## src/rtl/circular_queue_ptr_pair_if.sv

```systemverilog
// Request/status bundle for the circular queue pointer pair.
// The queue owner drives the advance requests; the pointer pair reports
// pointers, occupancy and the per-cycle accept/reject verdicts.
interface circular_queue_ptr_pair_if #(
  parameter int ENTRIES = 12,
  parameter int MAX_INC = 4
);
  localparam int PTR_WIDTH = $clog2(ENTRIES);
  localparam int CNT_WIDTH = $clog2(ENTRIES + 1);
  localparam int INC_WIDTH = $clog2(MAX_INC + 1);

  logic                 flush_i;
  logic [INC_WIDTH-1:0] enq_num_i;
  logic [INC_WIDTH-1:0] deq_num_i;
  logic                 enq_flag_o;
  logic [PTR_WIDTH-1:0] enq_value_o;
  logic                 deq_flag_o;
  logic [PTR_WIDTH-1:0] deq_value_o;
  logic [CNT_WIDTH-1:0] count_o;
  logic [CNT_WIDTH-1:0] free_o;
  logic                 full_o;
  logic                 empty_o;
  logic                 enq_acc_o;
  logic                 deq_acc_o;
  logic                 err_ovf_o;
  logic                 err_unf_o;

  modport master (
    output flush_i, enq_num_i, deq_num_i,
    input  enq_flag_o, enq_value_o, deq_flag_o, deq_value_o,
    input  count_o, free_o, full_o, empty_o,
    input  enq_acc_o, deq_acc_o, err_ovf_o, err_unf_o
  );

  modport slave (
    input  flush_i, enq_num_i, deq_num_i,
    output enq_flag_o, enq_value_o, deq_flag_o, deq_value_o,
    output count_o, free_o, full_o, empty_o,
    output enq_acc_o, deq_acc_o, err_ovf_o, err_unf_o
  );
endinterface

```

## src/rtl/circular_queue_ptr_pair.sv

```systemverilog
// Enqueue/dequeue pointer pair for a circular queue of arbitrary depth.
// Pointers are {flag, value}; the flag toggles on every wrap so that equal
// values with differing flags mean "full" and equal flags mean "empty".
// Each pointer advances all-or-nothing by up to MAX_INC entries per cycle.

// Invariant and parameter checks for the pointer pair.
module circular_queue_ptr_pair_chk #(
  parameter int ENTRIES = 12,
  parameter int MAX_INC = 4
) (
  input logic                                   clk_i,
  input logic                                   rst_ni,
  input logic [$clog2(ENTRIES + 1):0]           count_wide,
  input logic                                   full,
  input logic                                   empty,
  input logic [$clog2(ENTRIES)-1:0]             enq_value,
  input logic [$clog2(ENTRIES)-1:0]             deq_value,
  input logic [$clog2(MAX_INC + 1)-1:0]         enq_num,
  input logic [$clog2(MAX_INC + 1)-1:0]         deq_num
);
  localparam int PTR_WIDTH = $clog2(ENTRIES);
  localparam int CNT_WIDTH = $clog2(ENTRIES + 1);
  localparam int INC_WIDTH = $clog2(MAX_INC + 1);

  if (ENTRIES < 2 || MAX_INC < 1 || MAX_INC > ENTRIES) begin : g_bad_params
    $error("circular_queue_ptr_pair: need ENTRIES >= 2 and 1 <= MAX_INC <= ENTRIES");
  end

  a_count_range: assert property (@(posedge clk_i) disable iff (!rst_ni)
    count_wide <= (CNT_WIDTH + 1)'(ENTRIES));
  a_full_empty: assert property (@(posedge clk_i) disable iff (!rst_ni)
    !(full && empty));
  a_enq_value: assert property (@(posedge clk_i) disable iff (!rst_ni)
    (PTR_WIDTH + 1)'(enq_value) < (PTR_WIDTH + 1)'(ENTRIES));
  a_deq_value: assert property (@(posedge clk_i) disable iff (!rst_ni)
    (PTR_WIDTH + 1)'(deq_value) < (PTR_WIDTH + 1)'(ENTRIES));
  a_enq_num_legal: assert property (@(posedge clk_i) disable iff (!rst_ni)
    enq_num <= INC_WIDTH'(MAX_INC));
  a_deq_num_legal: assert property (@(posedge clk_i) disable iff (!rst_ni)
    deq_num <= INC_WIDTH'(MAX_INC));
endmodule

module circular_queue_ptr_pair #(
  parameter int ENTRIES = 12,
  parameter int MAX_INC = 4
) (
  input logic                      clk_i,
  input logic                      rst_ni,
  circular_queue_ptr_pair_if.slave bus
);
  localparam int PTR_WIDTH = $clog2(ENTRIES);
  localparam int CNT_WIDTH = $clog2(ENTRIES + 1);
  localparam int INC_WIDTH = $clog2(MAX_INC + 1);
  localparam int CMP_WIDTH = CNT_WIDTH + INC_WIDTH;
  localparam logic [PTR_WIDTH:0] ENTRIES_P = (PTR_WIDTH + 1)'(ENTRIES);
  localparam logic [CNT_WIDTH:0] ENTRIES_C = (CNT_WIDTH + 1)'(ENTRIES);

  logic                 enq_flag_r, deq_flag_r;
  logic [PTR_WIDTH-1:0] enq_value_r, deq_value_r;
  logic                 enq_flag_s, deq_flag_s;
  logic [PTR_WIDTH-1:0] enq_value_s, deq_value_s;
  logic [CNT_WIDTH:0]   count_wide_s;
  logic [CNT_WIDTH-1:0] count_s, free_s;
  logic                 live_s;
  logic                 enq_acc_s, deq_acc_s, err_ovf_s, err_unf_s;

  // Advance a {flag, value} pointer by num with at most one wrap.
  function automatic logic [PTR_WIDTH:0] advance(
    input logic                 flag,
    input logic [PTR_WIDTH-1:0] value,
    input logic [INC_WIDTH-1:0] num
  );
    logic [PTR_WIDTH:0] sum;
    logic [PTR_WIDTH:0] res;
    sum = {1'b0, value} + (PTR_WIDTH + 1)'(num);
    if (sum >= ENTRIES_P) begin
      res = {~flag, PTR_WIDTH'(sum - ENTRIES_P)};
    end else begin
      res = {flag, sum[PTR_WIDTH-1:0]};
    end
    return res;
  endfunction

  // Occupancy from the registered pointers; differing flags mean enq has lapped.
  always_comb begin
    count_wide_s = {(CNT_WIDTH + 1){1'b0}};
    if (enq_flag_r == deq_flag_r) begin
      count_wide_s = (CNT_WIDTH + 1)'(enq_value_r) - (CNT_WIDTH + 1)'(deq_value_r);
    end else begin
      count_wide_s = ENTRIES_C + (CNT_WIDTH + 1)'(enq_value_r)
                   - (CNT_WIDTH + 1)'(deq_value_r);
    end
    count_s = count_wide_s[CNT_WIDTH-1:0];
    free_s  = CNT_WIDTH'(ENTRIES) - count_s;
  end

  // All-or-nothing acceptance against registered state; flush and reset silence verdicts.
  always_comb begin
    live_s    = rst_ni & ~bus.flush_i;
    enq_acc_s = 1'b0;
    err_ovf_s = 1'b0;
    deq_acc_s = 1'b0;
    err_unf_s = 1'b0;
    if (live_s && (bus.enq_num_i != {INC_WIDTH{1'b0}})) begin
      if (CMP_WIDTH'(bus.enq_num_i) <= CMP_WIDTH'(free_s)) begin
        enq_acc_s = 1'b1;
      end else begin
        err_ovf_s = 1'b1;
      end
    end else begin
      enq_acc_s = 1'b0;
    end
    if (live_s && (bus.deq_num_i != {INC_WIDTH{1'b0}})) begin
      if (CMP_WIDTH'(bus.deq_num_i) <= CMP_WIDTH'(count_s)) begin
        deq_acc_s = 1'b1;
      end else begin
        err_unf_s = 1'b1;
      end
    end else begin
      deq_acc_s = 1'b0;
    end
  end

  // Next pointer values: flush clears both, otherwise each advances only if accepted.
  always_comb begin
    {enq_flag_s, enq_value_s} = {enq_flag_r, enq_value_r};
    {deq_flag_s, deq_value_s} = {deq_flag_r, deq_value_r};
    if (bus.flush_i) begin
      {enq_flag_s, enq_value_s} = {(PTR_WIDTH + 1){1'b0}};
      {deq_flag_s, deq_value_s} = {(PTR_WIDTH + 1){1'b0}};
    end else begin
      if (enq_acc_s) begin
        {enq_flag_s, enq_value_s} = advance(enq_flag_r, enq_value_r, bus.enq_num_i);
      end else begin
        {enq_flag_s, enq_value_s} = {enq_flag_r, enq_value_r};
      end
      if (deq_acc_s) begin
        {deq_flag_s, deq_value_s} = advance(deq_flag_r, deq_value_r, bus.deq_num_i);
      end else begin
        {deq_flag_s, deq_value_s} = {deq_flag_r, deq_value_r};
      end
    end
  end

  // Pointer registers; the only state in the block.
  always_ff @(posedge clk_i or negedge rst_ni) begin
    if (!rst_ni) begin
      enq_flag_r  <= 1'b0;
      enq_value_r <= {PTR_WIDTH{1'b0}};
      deq_flag_r  <= 1'b0;
      deq_value_r <= {PTR_WIDTH{1'b0}};
    end else begin
      enq_flag_r  <= enq_flag_s;
      enq_value_r <= enq_value_s;
      deq_flag_r  <= deq_flag_s;
      deq_value_r <= deq_value_s;
    end
  end

  assign bus.enq_flag_o  = enq_flag_r;
  assign bus.enq_value_o = enq_value_r;
  assign bus.deq_flag_o  = deq_flag_r;
  assign bus.deq_value_o = deq_value_r;
  assign bus.count_o     = count_s;
  assign bus.free_o      = free_s;
  assign bus.full_o      = (count_s == CNT_WIDTH'(ENTRIES));
  assign bus.empty_o     = (count_s == {CNT_WIDTH{1'b0}});
  assign bus.enq_acc_o   = enq_acc_s;
  assign bus.deq_acc_o   = deq_acc_s;
  assign bus.err_ovf_o   = err_ovf_s;
  assign bus.err_unf_o   = err_unf_s;

  circular_queue_ptr_pair_chk #(
    .ENTRIES (ENTRIES),
    .MAX_INC (MAX_INC)
  ) u_chk (
    .clk_i      (clk_i),
    .rst_ni     (rst_ni),
    .count_wide (count_wide_s),
    .full       (bus.full_o),
    .empty      (bus.empty_o),
    .enq_value  (enq_value_r),
    .deq_value  (deq_value_r),
    .enq_num    (bus.enq_num_i),
    .deq_num    (bus.deq_num_i)
  );
endmodule

```

## src/flat_wrapper.sv

```systemverilog
// flat-port wrapper written by rule: the top's interface ports become plain ports
module circular_queue_ptr_pair_flat 
#(
  parameter int ENTRIES = 12,
  parameter int MAX_INC = 4
)
  (clk_i, rst_ni, bus_flush_i, bus_enq_num_i, bus_deq_num_i, bus_enq_flag_o, bus_enq_value_o, bus_deq_flag_o, bus_deq_value_o, bus_count_o, bus_free_o, bus_full_o, bus_empty_o, bus_enq_acc_o, bus_deq_acc_o, bus_err_ovf_o, bus_err_unf_o);
  circular_queue_ptr_pair_if #(.ENTRIES(ENTRIES), .MAX_INC(MAX_INC)) bus_i ();
  input logic clk_i;
  input logic rst_ni;
  input wire logic [$bits(bus_i.flush_i)-1:0] bus_flush_i;
  input wire logic [$bits(bus_i.enq_num_i)-1:0] bus_enq_num_i;
  input wire logic [$bits(bus_i.deq_num_i)-1:0] bus_deq_num_i;
  output wire logic [$bits(bus_i.enq_flag_o)-1:0] bus_enq_flag_o;
  output wire logic [$bits(bus_i.enq_value_o)-1:0] bus_enq_value_o;
  output wire logic [$bits(bus_i.deq_flag_o)-1:0] bus_deq_flag_o;
  output wire logic [$bits(bus_i.deq_value_o)-1:0] bus_deq_value_o;
  output wire logic [$bits(bus_i.count_o)-1:0] bus_count_o;
  output wire logic [$bits(bus_i.free_o)-1:0] bus_free_o;
  output wire logic [$bits(bus_i.full_o)-1:0] bus_full_o;
  output wire logic [$bits(bus_i.empty_o)-1:0] bus_empty_o;
  output wire logic [$bits(bus_i.enq_acc_o)-1:0] bus_enq_acc_o;
  output wire logic [$bits(bus_i.deq_acc_o)-1:0] bus_deq_acc_o;
  output wire logic [$bits(bus_i.err_ovf_o)-1:0] bus_err_ovf_o;
  output wire logic [$bits(bus_i.err_unf_o)-1:0] bus_err_unf_o;
  assign bus_i.flush_i = bus_flush_i;
  assign bus_i.enq_num_i = bus_enq_num_i;
  assign bus_i.deq_num_i = bus_deq_num_i;
  assign bus_enq_flag_o = bus_i.enq_flag_o;
  assign bus_enq_value_o = bus_i.enq_value_o;
  assign bus_deq_flag_o = bus_i.deq_flag_o;
  assign bus_deq_value_o = bus_i.deq_value_o;
  assign bus_count_o = bus_i.count_o;
  assign bus_free_o = bus_i.free_o;
  assign bus_full_o = bus_i.full_o;
  assign bus_empty_o = bus_i.empty_o;
  assign bus_enq_acc_o = bus_i.enq_acc_o;
  assign bus_deq_acc_o = bus_i.deq_acc_o;
  assign bus_err_ovf_o = bus_i.err_ovf_o;
  assign bus_err_unf_o = bus_i.err_unf_o;
  circular_queue_ptr_pair #(.ENTRIES(ENTRIES), .MAX_INC(MAX_INC)) u_core (.clk_i(clk_i), .rst_ni(rst_ni), .bus(bus_i));
endmodule
```

## config.mk

```make
export PLATFORM = sky130hd
export DESIGN_NAME = circular_queue_ptr_pair_flat
export DESIGN_NICKNAME = d
export VERILOG_FILES = /design/src/rtl/circular_queue_ptr_pair_if.sv /design/src/rtl/circular_queue_ptr_pair.sv /design/src/flat_wrapper.sv
export SDC_FILE = /design/constraint.sdc
export NUM_CORES = 1
export LEC_CHECK = 0
export CAP_MARGIN = 15
export CORE_ASPECT_RATIO = 1.1
export CORE_MARGIN = 5
export CORE_UTILIZATION = 50
export CTS_CLUSTER_DIAMETER = 100
export DETAILED_ROUTE_END_ITERATION = 10
export PLACE_DENSITY = 0.8
export RECOVER_POWER = 100
export SYNTH_ARGS = -nofsm -noshare
export SYNTH_HDL_FRONTEND = slang
export SYNTH_SLANG_ARGS = --single-unit
export TNS_END_PERCENT = 5
```

## constraint.sdc

```tcl
create_clock -name clk_i -period 8.75 [get_ports clk_i]
set_clock_uncertainty 0.2 [all_clocks]
set_input_delay 1.75 -clock clk_i [delete_from_list [all_inputs] [get_ports clk_i]]
set_output_delay 1.75 -clock clk_i [all_outputs]
set_load 0.01 [all_outputs]
```

# == Yosys cells after proc, flatten, opt, wreduce, memory -nomap -nowiden ==
# Cells that the tools add are included.
# totals
wordCells,52
reg_bits,10
# classes
muxes,19
n_lt_le_gt_ge,4
n_eq_ne,2
n_reduce_logical,11
n_bitwise,4
add_sub_neg,8
# op_table
operator,count
$mux 4,5
$mux 1,12
$add 4x3->5,2
$ge 5x4->1 const B,2
$mux 5,2
$le 3x4->1,2
$reduce_bool 2->1,4
$sub 4x4->4,2
$sub 4x4->4 const B,2
$reduce_bool 3->1,2
$add 4x4->4 const A,1
$eq 4x4->1 const B,1
$logic_not 4->1,1
$reduce_and 2->1,2
$sub 4x4->4 const A,1
$not 1->1,3
$logic_and 1x1->1,2
$and 1x1->1,1
$eq 1x1->1,1

# == Logic depth before layout (Yosys ltp) ==
# Gate-level depths: netlist of the first run.
# depth
ltp_word,9
mapped_depth,14
ltp_nobuf,14

# == Worst setup path after synthesis of the first run ==
# No wires, ideal clock.
# synth_path
kind,reg2out
start,register u_core.deq_value_r[1] (netlist: u_core.bus.deq_value_o[1])
end,output bus_err_ovf_o
required_ps,6800
path_stages_with_launch,12
slack_ps,3508
t_arrival_ps,3292
cell_sequence,dfrtp_1 -> inv_1 -> ha_1 -> ha_1 -> fa_1 -> mux2_4 -> xnor2_1 -> ha_1 -> o21ai_0 -> a32oi_1 -> or4b_4 -> a21boi_0
# synth_via
elab_chain_len,6
word_cells_on_any_way,7
cone_classes,add/sub: 3; order compare: 1; mux: 3
# synth_lines
item,line_no,text
start: declaration,circular_queue_ptr_pair.sv:59,"logic [PTR_WIDTH-1:0] enq_value_r, deq_value_r;"
start signal: assignment,circular_queue_ptr_pair.sv:151,deq_value_r <= {PTR_WIDTH{1'b0}};
start signal: assignment,circular_queue_ptr_pair.sv:156,deq_value_r <= deq_value_s;
$sub 4x4->4 (on tied branches),"circular_queue_ptr_pair.sv:91, circular_queue_ptr_pair.sv:88",
$mux 4 (*),circular_queue_ptr_pair.sv:87,if (enq_flag_r == deq_flag_r) begin
named net bus_count_o[2],flat_wrapper.sv:18,output wire logic [$bits(bus_i.count_o)-1:0] bus_count_o;
$sub 4x4->4 (*),circular_queue_ptr_pair.sv:94,free_s = CNT_WIDTH'(ENTRIES) - count_s;
$le 3x4->1 (*),circular_queue_ptr_pair.sv:105,if (CMP_WIDTH'(bus.enq_num_i) <= CMP_WIDTH'(free_s)) begin
$mux 1 (*),circular_queue_ptr_pair.sv:105,
$mux 1 (*),circular_queue_ptr_pair.sv:104,if (live_s && (bus.enq_num_i != {INC_WIDTH{1'b0}})) begin
end: declaration,flat_wrapper.sv:24,output wire logic [$bits(bus_i.err_ovf_o)-1:0] bus_err_ovf_o;
# The timed path passes the listed nets; every way through them passes the cells marked *.

# == Final worst setup path of the first run ==
# layout_path
start,input bus_enq_num_i[1]
end,output bus_err_ovf_o
# layout_via
elab_chain_len,3
word_cells_on_any_way,5
cone_classes,order compare: 1; mux: 2; reduce/logical: 2
# layout_lines
item,line_no,text
start: declaration,flat_wrapper.sv:12,input wire logic [$bits(bus_i.enq_num_i)-1:0] bus_enq_num_i;
$le 3x4->1 or $reduce_bool 3->1 (tied branches),"circular_queue_ptr_pair.sv:105, circular_queue_ptr_pair.sv:104",
$mux 1 or $logic_and 1x1->1 (tied branches),"circular_queue_ptr_pair.sv:105, circular_queue_ptr_pair.sv:104",
$mux 1 (*),circular_queue_ptr_pair.sv:104,
# Mark *: on every way between the ends. The rest lies on a longest branch, timed or not.

==> flow_summary.json, run 1 <==
{
  "hold_viol_final": 0,
  "synth_largest_area_cell": "dfrtp_1",
  "min_path_type": "flop to flop",
  "yosys_warnings": 0,
  "clkSinkCount": 10,
  "synth.distinct_cells": 42,
  "cp-end-kind": "output port",
  "grt_pass1_vias": 1293,
  "synth_ff_type": "dfrtp_1",
  "gp_congestion": 0.8229,
  "synth-async-reset-ratio": 1.000,
  "rsz0062_at_grt": "false",
  "wl_per_cell_um": 14.12,
  "hold_path_depth": 1,
  "clk_latency_ns": 0.26,
  "reg2regPathDepth": 12,
  "seq_area_um2": 250.2,
  "synth-edff-count": 0,
  "ant_nets": 0,
  "clock-root-buffer": "clkbuf_4",
  "die_area_um2": 3915,
  "dr.first_iter.drc_count": 52,
  "timing.rr.start": "u_core.bus.deq_value_o[1]$_DFFE_PN0P_",
  "cts_hold_buf": 0,
  "die_h_um": 65.13,
  "syn_area_um2": 1381,
  "r2r_slack_ns": 4.75,
  "post-route-util": 0.6454,
  "ctsHtreeMaxLevel": 1,
  "grt_use_total": 0.1815,
  "cts_tree": "yes",
  "crit_path_start_kind": "input pin",
  "clock.fmax_mhz": 157.0,
  "start_util": 0.5111,
  "clock_path_buffers": 2,
  "cts_resized": 0,
  "setup_viol_count_final": 0,
  "grt_remaining_overflow": 0,
  "rows": 20,
  "period_share": 0.7280,
  "syn_area_per_cell_um2": 8.912,
  "fillers": 224,
  "holdPathEnd": "u_core.bus.deq_flag_o$_DFFE_PN0P_",
  "cts_buffers": 3,
  "hpwl_mm": 2.720,
  "grt_pass1_wl_mm": 5.595,
  "ios": 33,
  "period_needed_ns": 6.370,
  "multiInputGateArea_um2": 1012,
  "syn_inst": 155,
  "num_vias": 1222,
  "slew_violations": 0,
  "clkTransAtPathRegs_ns": 0.06,
  "min_from": "u_core.bus.deq_flag_o$_DFFE_PN0P_",
  "ys_seq_area_frac": 0.1812,
  "crit_fanout": 4,
  "worst-setup-path-type": "input pin to output port",
  "io_buffers": 32,
  "core-area_um2": 2703,
  "final_nets": 223,
  "r2r_end": "u_core.bus.enq_value_o[1]$_DFFE_PN0P_",
  "synth_top_area_frac": 0.1812,
  "antenna_found_initial": 0,
  "routed_wl_mm": 3.120,
  "post_cts_buffers": 0,
  "syn_nets": 189,
  "diodes": 0,
  "die_w_um": 60.12,
  "drv_cap": 0,
  "status": "complete, no violations",
  "ys_ff_latch": 10,
  "drive_above_1_share": 0.05851,
  "area_growth_pct": 26.27,
  "synth_top_cells_by_area": "dfrtp_1 (18%), ha_1 (18%), fa_1 (7.2%)",
  "maxSlewHeadroom": 0.6718,
  "finalSetupTns_ns": 0,
  "hold_ws_ns": 0.3132,
  "cp.arrival_ns": 4.42,
  "tightest_slew_ns": 0.4888,
  "crit_required_ns": 6.80,
  "drc_errors": 0,
  "viasPerCell": 5.529,
  "first_pass_iters": 4,
  "grt_max_degree": 12
}
worst max-delay path by stage:
| stage | startpoint | end | slack, ns |
|---|---|---|---|
| floorplan | u_core.bus.deq_value_o[1]$_DFFE_PN0P_ | bus_err_ovf_o | 3.51 |
| global placement | bus_enq_num_i[1] | bus_err_ovf_o | 2.57 |
| detailed placement | bus_enq_num_i[1] | bus_err_ovf_o | 2.55 |
| CTS | bus_enq_num_i[1] | bus_err_ovf_o | 2.54 |
| global route | bus_enq_num_i[1] | bus_err_ovf_o | 2.13 |
| finish | bus_enq_num_i[1] | bus_err_ovf_o | 2.38 |
stage by stage:
stage / worst slack, ns / instance area (µm²) / instances
global route: 2.133 / 1744 / 221
finish: 2.380 / 1744 / 221
global placement: 2.574 / 1728 / 217
detailed placement: 2.548 / 1728 / 217
CTS: 2.539 / 1764 / 221
floorplan: 3.508 / 1381 / 155
worst max-delay path: stages:
cell	delay (ns)
dlygate4sd3_1	0.61
ha_1	0.32
nor2b_1	0.11
o21ai_0	0.08
a32oi_1	0.20
or4b_1	0.53
a21boi_0	0.20
dlygate4sd3_1	0.62
state kept, by name, summed over array words and instances, names as in the netlist:
signal	cells
u_core.bus.deq_value_o	4
u_core.bus.enq_value_o	4
u_core.bus.deq_flag_o	1
u_core.bus.enq_flag_o	1
layout by cell type, fill, tap and decap left out, types with 5 or more instances in the layout:
cell / Yosys / layout
ha_1: 20 / 20
nor2_1: 9 / 9
a21oi_1: 6 / 7
dlygate4sd3_1: 0 / 27
clkdlybuf4s50_1: 0 / 5
inv_1: 21 / 21
o21ai_0: 6 / 6
dfrtp_1: 10 / 10
xnor2_1: 7 / 7
fa_1: 5 / 5
nor2b_1: 10 / 10
nand3_1: 5 / 6
mux2i_1: 5 / 5
cell type report:
class | count | area share
Multi-Input combinational cell | 120 | 0.5803
Timing Repair Buffer | 32 | 0.1836
Sequential cell | 10 | 0.1435
Inverter | 22 | 0.04806
Tap cell | 33 | 0.02367
Clock buffer | 4 | 0.02080
layer usage:
layer	GRT usage	vias to the layer above	wire length [µm]
li1	-	605	-
met1	0.2225	583	1338
met2	0.3351	32	1621
met3	0.01965	2	144
met4	0.03324	0	16
met5	0	-	0
logic make-up (layout without fill, tap and decap cells):
family,count (synthesis),in the layout,synth area share
simple gates,46,46,0.2002
compound gates,28,28,0.1404
fa+ha+maj,25,25,0.2536
mux,12,12,0.09601
flops,10,10,0.1812
buf+inv,25,58,0.07156
xor+xnor,9,9,0.05707
cells in the mapped netlist (2+ instances only):
library cell and count:
a21o_1 2, a21oi_1 6, a21oi_2 2, a32oi_1 2, and3_1 3, clkbuf_1 2, dfrtp_1 10, fa_1 5
ha_1 20, inv_1 21, mux2_1 2, mux2_2 4, mux2i_1 5, nand2_1 4, nand2b_1 4, nand3_1 5
nand3b_1 2, nor2_1 9, nor2b_1 10, o21ai_0 6, o31ai_1 2, or2b_1 2, xnor2_1 7, xor2_1 2
Power of run 1 is not shown: default switching activity piles up to over one toggle a cycle in this logic, so the estimate is an artifact.
==> inputs of run 2 (changes only) <==
Settings changed: CORE_UTILIZATION 50 to 45, PLACE_DENSITY 0.8 to 0.76.
Clock period 8.75 ns to 5.54 ns, I/O delays scaled along.
==> run 2 against run 1 <==
Cell count up 0.90%. Via count increased by 0.16%. Count of clock-buffer cells in the layout stayed put. Critical path depth rose by 3. Flip-flop and latch count unchanged. Worst hold slack improved by 0.013 ns. Utilization decreased by 5.3 points. Sequential share of layout area fell by 0.17 points. Worst setup slack worse by 2.1 ns.
==> flow_summary.json, run 2 (synthesis results as in run 1) <==
{
  "wl_per_cell_um": 14.85,
  "status": "complete, no violations",
  "antenna_found_initial": 0,
  "crit_required_ns": 4.23,
  "clkTransAtPathRegs_ns": 0.06,
  "cp_cell_sequence": "ha_1, ha_1, fa_1, mux2_4, xnor2_1, ha_1, o21ai_0, a32oi_1, or4b_4, a21boi_1, clkdlybuf4s50_1",
  "ios": 33,
  "finalSetupTns_ns": 0,
  "grt_max_degree": 12,
  "diodes": 0,
  "core-area_um2": 2995,
  "period_share": 0.9569,
  "first_pass_iters": 4,
  "io_buffers": 32,
  "grt_remaining_overflow": 0,
  "hold_viol_final": 0,
  "grt_pass1_vias": 1309,
  "dpl-instance-area_um2": 1729,
  "multiInputGateArea_um2": 1032,
  "cts_buffers": 3,
  "fin_area_um2": 1774,
  "seq_area_um2": 251.5,
  "maxSlewHeadroom": 0.6644,
  "min_path_type": "flop to flop",
  "drc_errors": 0,
  "grt_use_total": 0.1636,
  "clkSinkCount": 10,
  "crit_top_cell": "ha_1",
  "tightest_slew_ns": 0.5017,
  "slew_violations": 0,
  "crit_path_start_kind": "flop",
  "cts_hold_buf": 0,
  "critPathSlowestCell": "clkdlybuf4s50_1",
  "fillers": 272,
  "slowest_delay_ns": 0.56,
  "start_util": 0.4612,
  "worst-setup-path-type": "flop to output port",
  "drive_above_1_share": 0.07937,
  "clock-root-buffer": "clkbuf_4",
  "area_growth_pct": 28.44,
  "period_needed_ns": 5.301,
  "routed_wl_mm": 3.311,
  "dr.first_iter.drc_count": 45,
  "die_w_um": 62.83,
  "cts_tree": "yes",
  "clock.fmax_mhz": 188.6,
  "clock_path_buffers": 2,
  "viasPerCell": 5.489,
  "rsz0062_at_grt": "false",
  "die_area_um2": 4279,
  "ctsHtreeMaxLevel": 1,
  "cp-end-kind": "output port",
  "rows": 21,
  "crit_fanout": 6,
  "final_common_cell": "dlygate4sd3_1",
  "ant_nets": 0,
  "num_vias": 1224,
  "grt_pass1_wl_mm": 5.789,
  "drv_cap": 0,
  "hpwl_mm": 2.827,
  "clk_latency_ns": 0.26,
  "cp.arrival_ns": 3.99,
  "layout_common_cells": "dlygate4sd3_1 (24), inv_1 (21), ha_1 (20), nor2b_1 (10)",
  "die_h_um": 68.11,
  "final_nets": 224,
  "gp_congestion": 0.8674,
  "setup_viol_count_final": 0
}
-- run 2: area by class of cell --
cell class              instances  area share
flip-flops and latches         10      0.1417
clock buffers                   4     0.02045
inverters                      22     0.04725
multi-input cells             120      0.5818
repair buffers                 33      0.1848
well taps                      34     0.02398
-- run 2: path summary, 6_finish.rpt --
path                       depth (start not counted)  slack [ns]                                     to                             startpoint
max                                               11        0.24                          bus_err_ovf_o  u_core.bus.enq_value_o[1]$_DFFE_PN0P_
min reg2reg                                        1        0.33      u_core.bus.enq_flag_o$_DFFE_PN0P_      u_core.bus.enq_flag_o$_DFFE_PN0P_
max in group asynchronous                          1        3.73  u_core.bus.deq_value_o[2]$_DFFE_PN0P_                                 rst_ni
max reg2reg                                       11        1.74  u_core.bus.enq_value_o[1]$_DFFE_PN0P_  u_core.bus.enq_value_o[1]$_DFFE_PN0P_
min in group asynchronous                          1        1.05  u_core.bus.deq_value_o[3]$_DFFE_PN0P_                                 rst_ni
min                                                1        0.33      u_core.bus.enq_flag_o$_DFFE_PN0P_      u_core.bus.enq_flag_o$_DFFE_PN0P_
-- run 2: timing repair --
action | 4_1_cts | 5_1_grt
setup endpoints to repair | 0 | 1
setup buffers | 0 | 1
gates resized for setup | 0 | 2
-- run 2: critical path, delay by kind of cell (launching register included) --
family | cells | cell delay [ns]
multiplexers | 1 | 0.31
flip-flops | 1 | 0.48
XOR/XNOR | 1 | 0.15
AND/OR/NAND/NOR | 1 | 0.53
AO/OA/AOI/OAI | 3 | 0.43
buffers and inverters | 1 | 0.56
adder cells (fa/ha/maj) | 4 | 1.28
-- run 2: routing by layer --
| layer | vias up | global-route usage | share of wire |
|---|---|---|---|
| li1 | 611 | - | - |
| met2 | 34 | 0.2927 | 0.49 |
| met5 | - | 0 | 0 |
| met3 | 6 | 0.01970 | 0.042 |
| met4 | 0 | 0.05570 | 0.014 |
| met1 | 573 | 0.2052 | 0.45 |
-- run 2: per-stage QoR --
stage | hold WS (ns) | std cells | setup WS (ns) | util
6_report | 0.3261 | 223 | 0.2387 | 0.5923
5_1_grt | 0.3632 | 223 | 0.009612 | 0.5923
4_1_cts | 0.3420 | 222 | 0.1028 | 0.5894
3_5_place_dp | 0.3286 | 218 | 0.4181 | 0.5773
3_3_place_gp | 0.2983 | 218 | 0.4896 | 0.5773
2_1_floorplan | 0.3372 | 155 | 0.9400 | -
Power of run 2 is left out for the same reason.
==> patch: new RTL, flow settings as in run 2 <==
Reset style: synchronous (`rst_ni`), changed in one clocked block.
--- a/src/rtl/circular_queue_ptr_pair.sv
+++ b/src/rtl/circular_queue_ptr_pair.sv
@@ -143,7 +143,7 @@
   end
 
   // Pointer registers; the only state in the block.
-  always_ff @(posedge clk_i or negedge rst_ni) begin
+  always_ff @(posedge clk_i) begin
     if (!rst_ni) begin
       enq_flag_r  <= 1'b0;
       enq_value_r <= {PTR_WIDTH{1'b0}};
Behaviour: differs if rst_ni is asserted again (counterexample within 4 cycles, from zero or initial values and one cycle with rst_ni low); with rst_ni held inactive, the same outputs for 10 cycles.
==> patch against run 2 <==
  * Worst setup slack gained 0.20 ns
  * Design area shrank 8.1%
  * Register-to-register slack better by 0.25 ns
  * First-iteration DRC count down 47%
  * Count of clock-buffer cells in the layout down 1
  * Synthesized cell count decreased by 1.3%
  * Area after synthesis decreased by 7.7%
  * Die area fell by 6.5%
  * Routed wire length down 12%
  * Sequential cell count is the same
  * Critical endpoint is now bus_enq_acc_o
  * Non-clock buffer count grew 1
==> patch: results (changes against run 2) <==
drt initial violations -> 24 (-47%)
largest net degree at the start of global routing -> 11 (-1)
Worst setup endpoint -> bus_enq_acc_o
number of fill cells -> 269 (-1.1%)
fraction of registers with async set/reset -> 0% (-100 points)
r2r setup slk -> 1.99 ns (+0.25 ns)
syn nets -> 187 (-1.1%)
GPL Wtd Cong -> 0.766 (-12%)
Worst Hold End -> u_core.bus.deq_value_o[0]
Worst R2R End -> u_core.bus.enq_value_o[3]
HP Start -> u_core.bus.deq_value_o[0]
worst IR drop on VDD -> 500 uV
max incr delay on CP -> 0.61 ns (+0.05 ns)
post-synthesis mux area share -> 5.10% (-4.5 points)
GR Layer Usage met2 -> 28.2% (-1.1 points)
met1 GRT Util -> 20.4% (-0.093 points)
Synth area leaders -> ha_1, dfxtp_1, inv_1
pre-CTS setup slack -> 0.809 ns (+0.390 ns)
WL/cell -> 13.2 um (-11%)
GR Util All Layers -> 16.1% (-0.25 points)
Area Overhead vs Synth -> 27.9%
Synth Area per Inst -> 8.33 um2 (-6.5%)
Routed WL -> 2900 um (-12%)
GR met3 Demand/Resource -> 1.37% (-0.60 points)
Placed Area -> 0.00164 mm2 (-5.4%)
Netlist cell types -> 37 (-12%)
FMAX -> 196 MHz (+3.8%)
WHS -> 0.311 ns (-0.0153 ns)
outcome -> completed
top_reg_cell synth -> dfxtp_1
sequential share of the synthesized area -> 15.7% (-2.4 points)
met1 wire length -> 1320 um (-12%)
Crit-path slowest cell -> a211oi_1
Commonest cells post-synth -> inv_1, ha_1, nand2_1
crit path DAT -> 3.80 ns (-0.19 ns)
Relative slew margins -> 54.3% (-12 points)
hold depth -> 2 (+1)
WL met3 -> 110 um (-20%)
fraction of layout cells with a size suffix above 1 -> 4.28% (-3.7 points)
post-synthesis compound-gate area fraction -> 18.5% (+4.5 points)
via total after detailed routing -> 1126 (-8.0%)
routed wl met2 -> 1430 um (-11%)
Nets -> 223 (-0.45%)
r2r startpoint -> u_core.bus.deq_value_o[1]
first-pass GRT wire length -> 5030 um (-13%)
xor/xnor share of the synthesized area -> 8.15% (+2.4 points)
worst r2r path cells -> 11 (unchanged)
patch: cell types whose count changed after synthesis, sizes merged, moves of 3 or more:
cell    before  now
nand2        4   11
mux2         7    1
nor2         9    4
xor2         2    5
dfxtp        0   10
inv         21   28
o21ai        6    9
nor2b       10    6
dfrtp       10    0
a211oi       1    5
patch: worst max-delay path: cells and delay by family, from the launching register on:
kind                       cells  cell delay (ns)
buffers and inverters          3             0.73
adders and majority gates      3             0.93
xor gates and xnor gates       2             0.49
AOI/OAI and AO/OA              3             1.00
DFF                            1             0.37
patch: cell type report:
class                   count  share of cell area (%)
multi-input cells         112                    57.0
clock buffers               3                    1.38
inverters                  28                    6.45
repair buffers             34                    20.3
flip-flops and latches     10                    12.3
well taps                  33                    2.53
patch: power breakdown:
part	switching, mW	total [mW]	internal, mW
registers	0.0257	0.116	0.0908
clock network	0.0244	0.0495	0.0251
logic	0.512	0.979	0.467
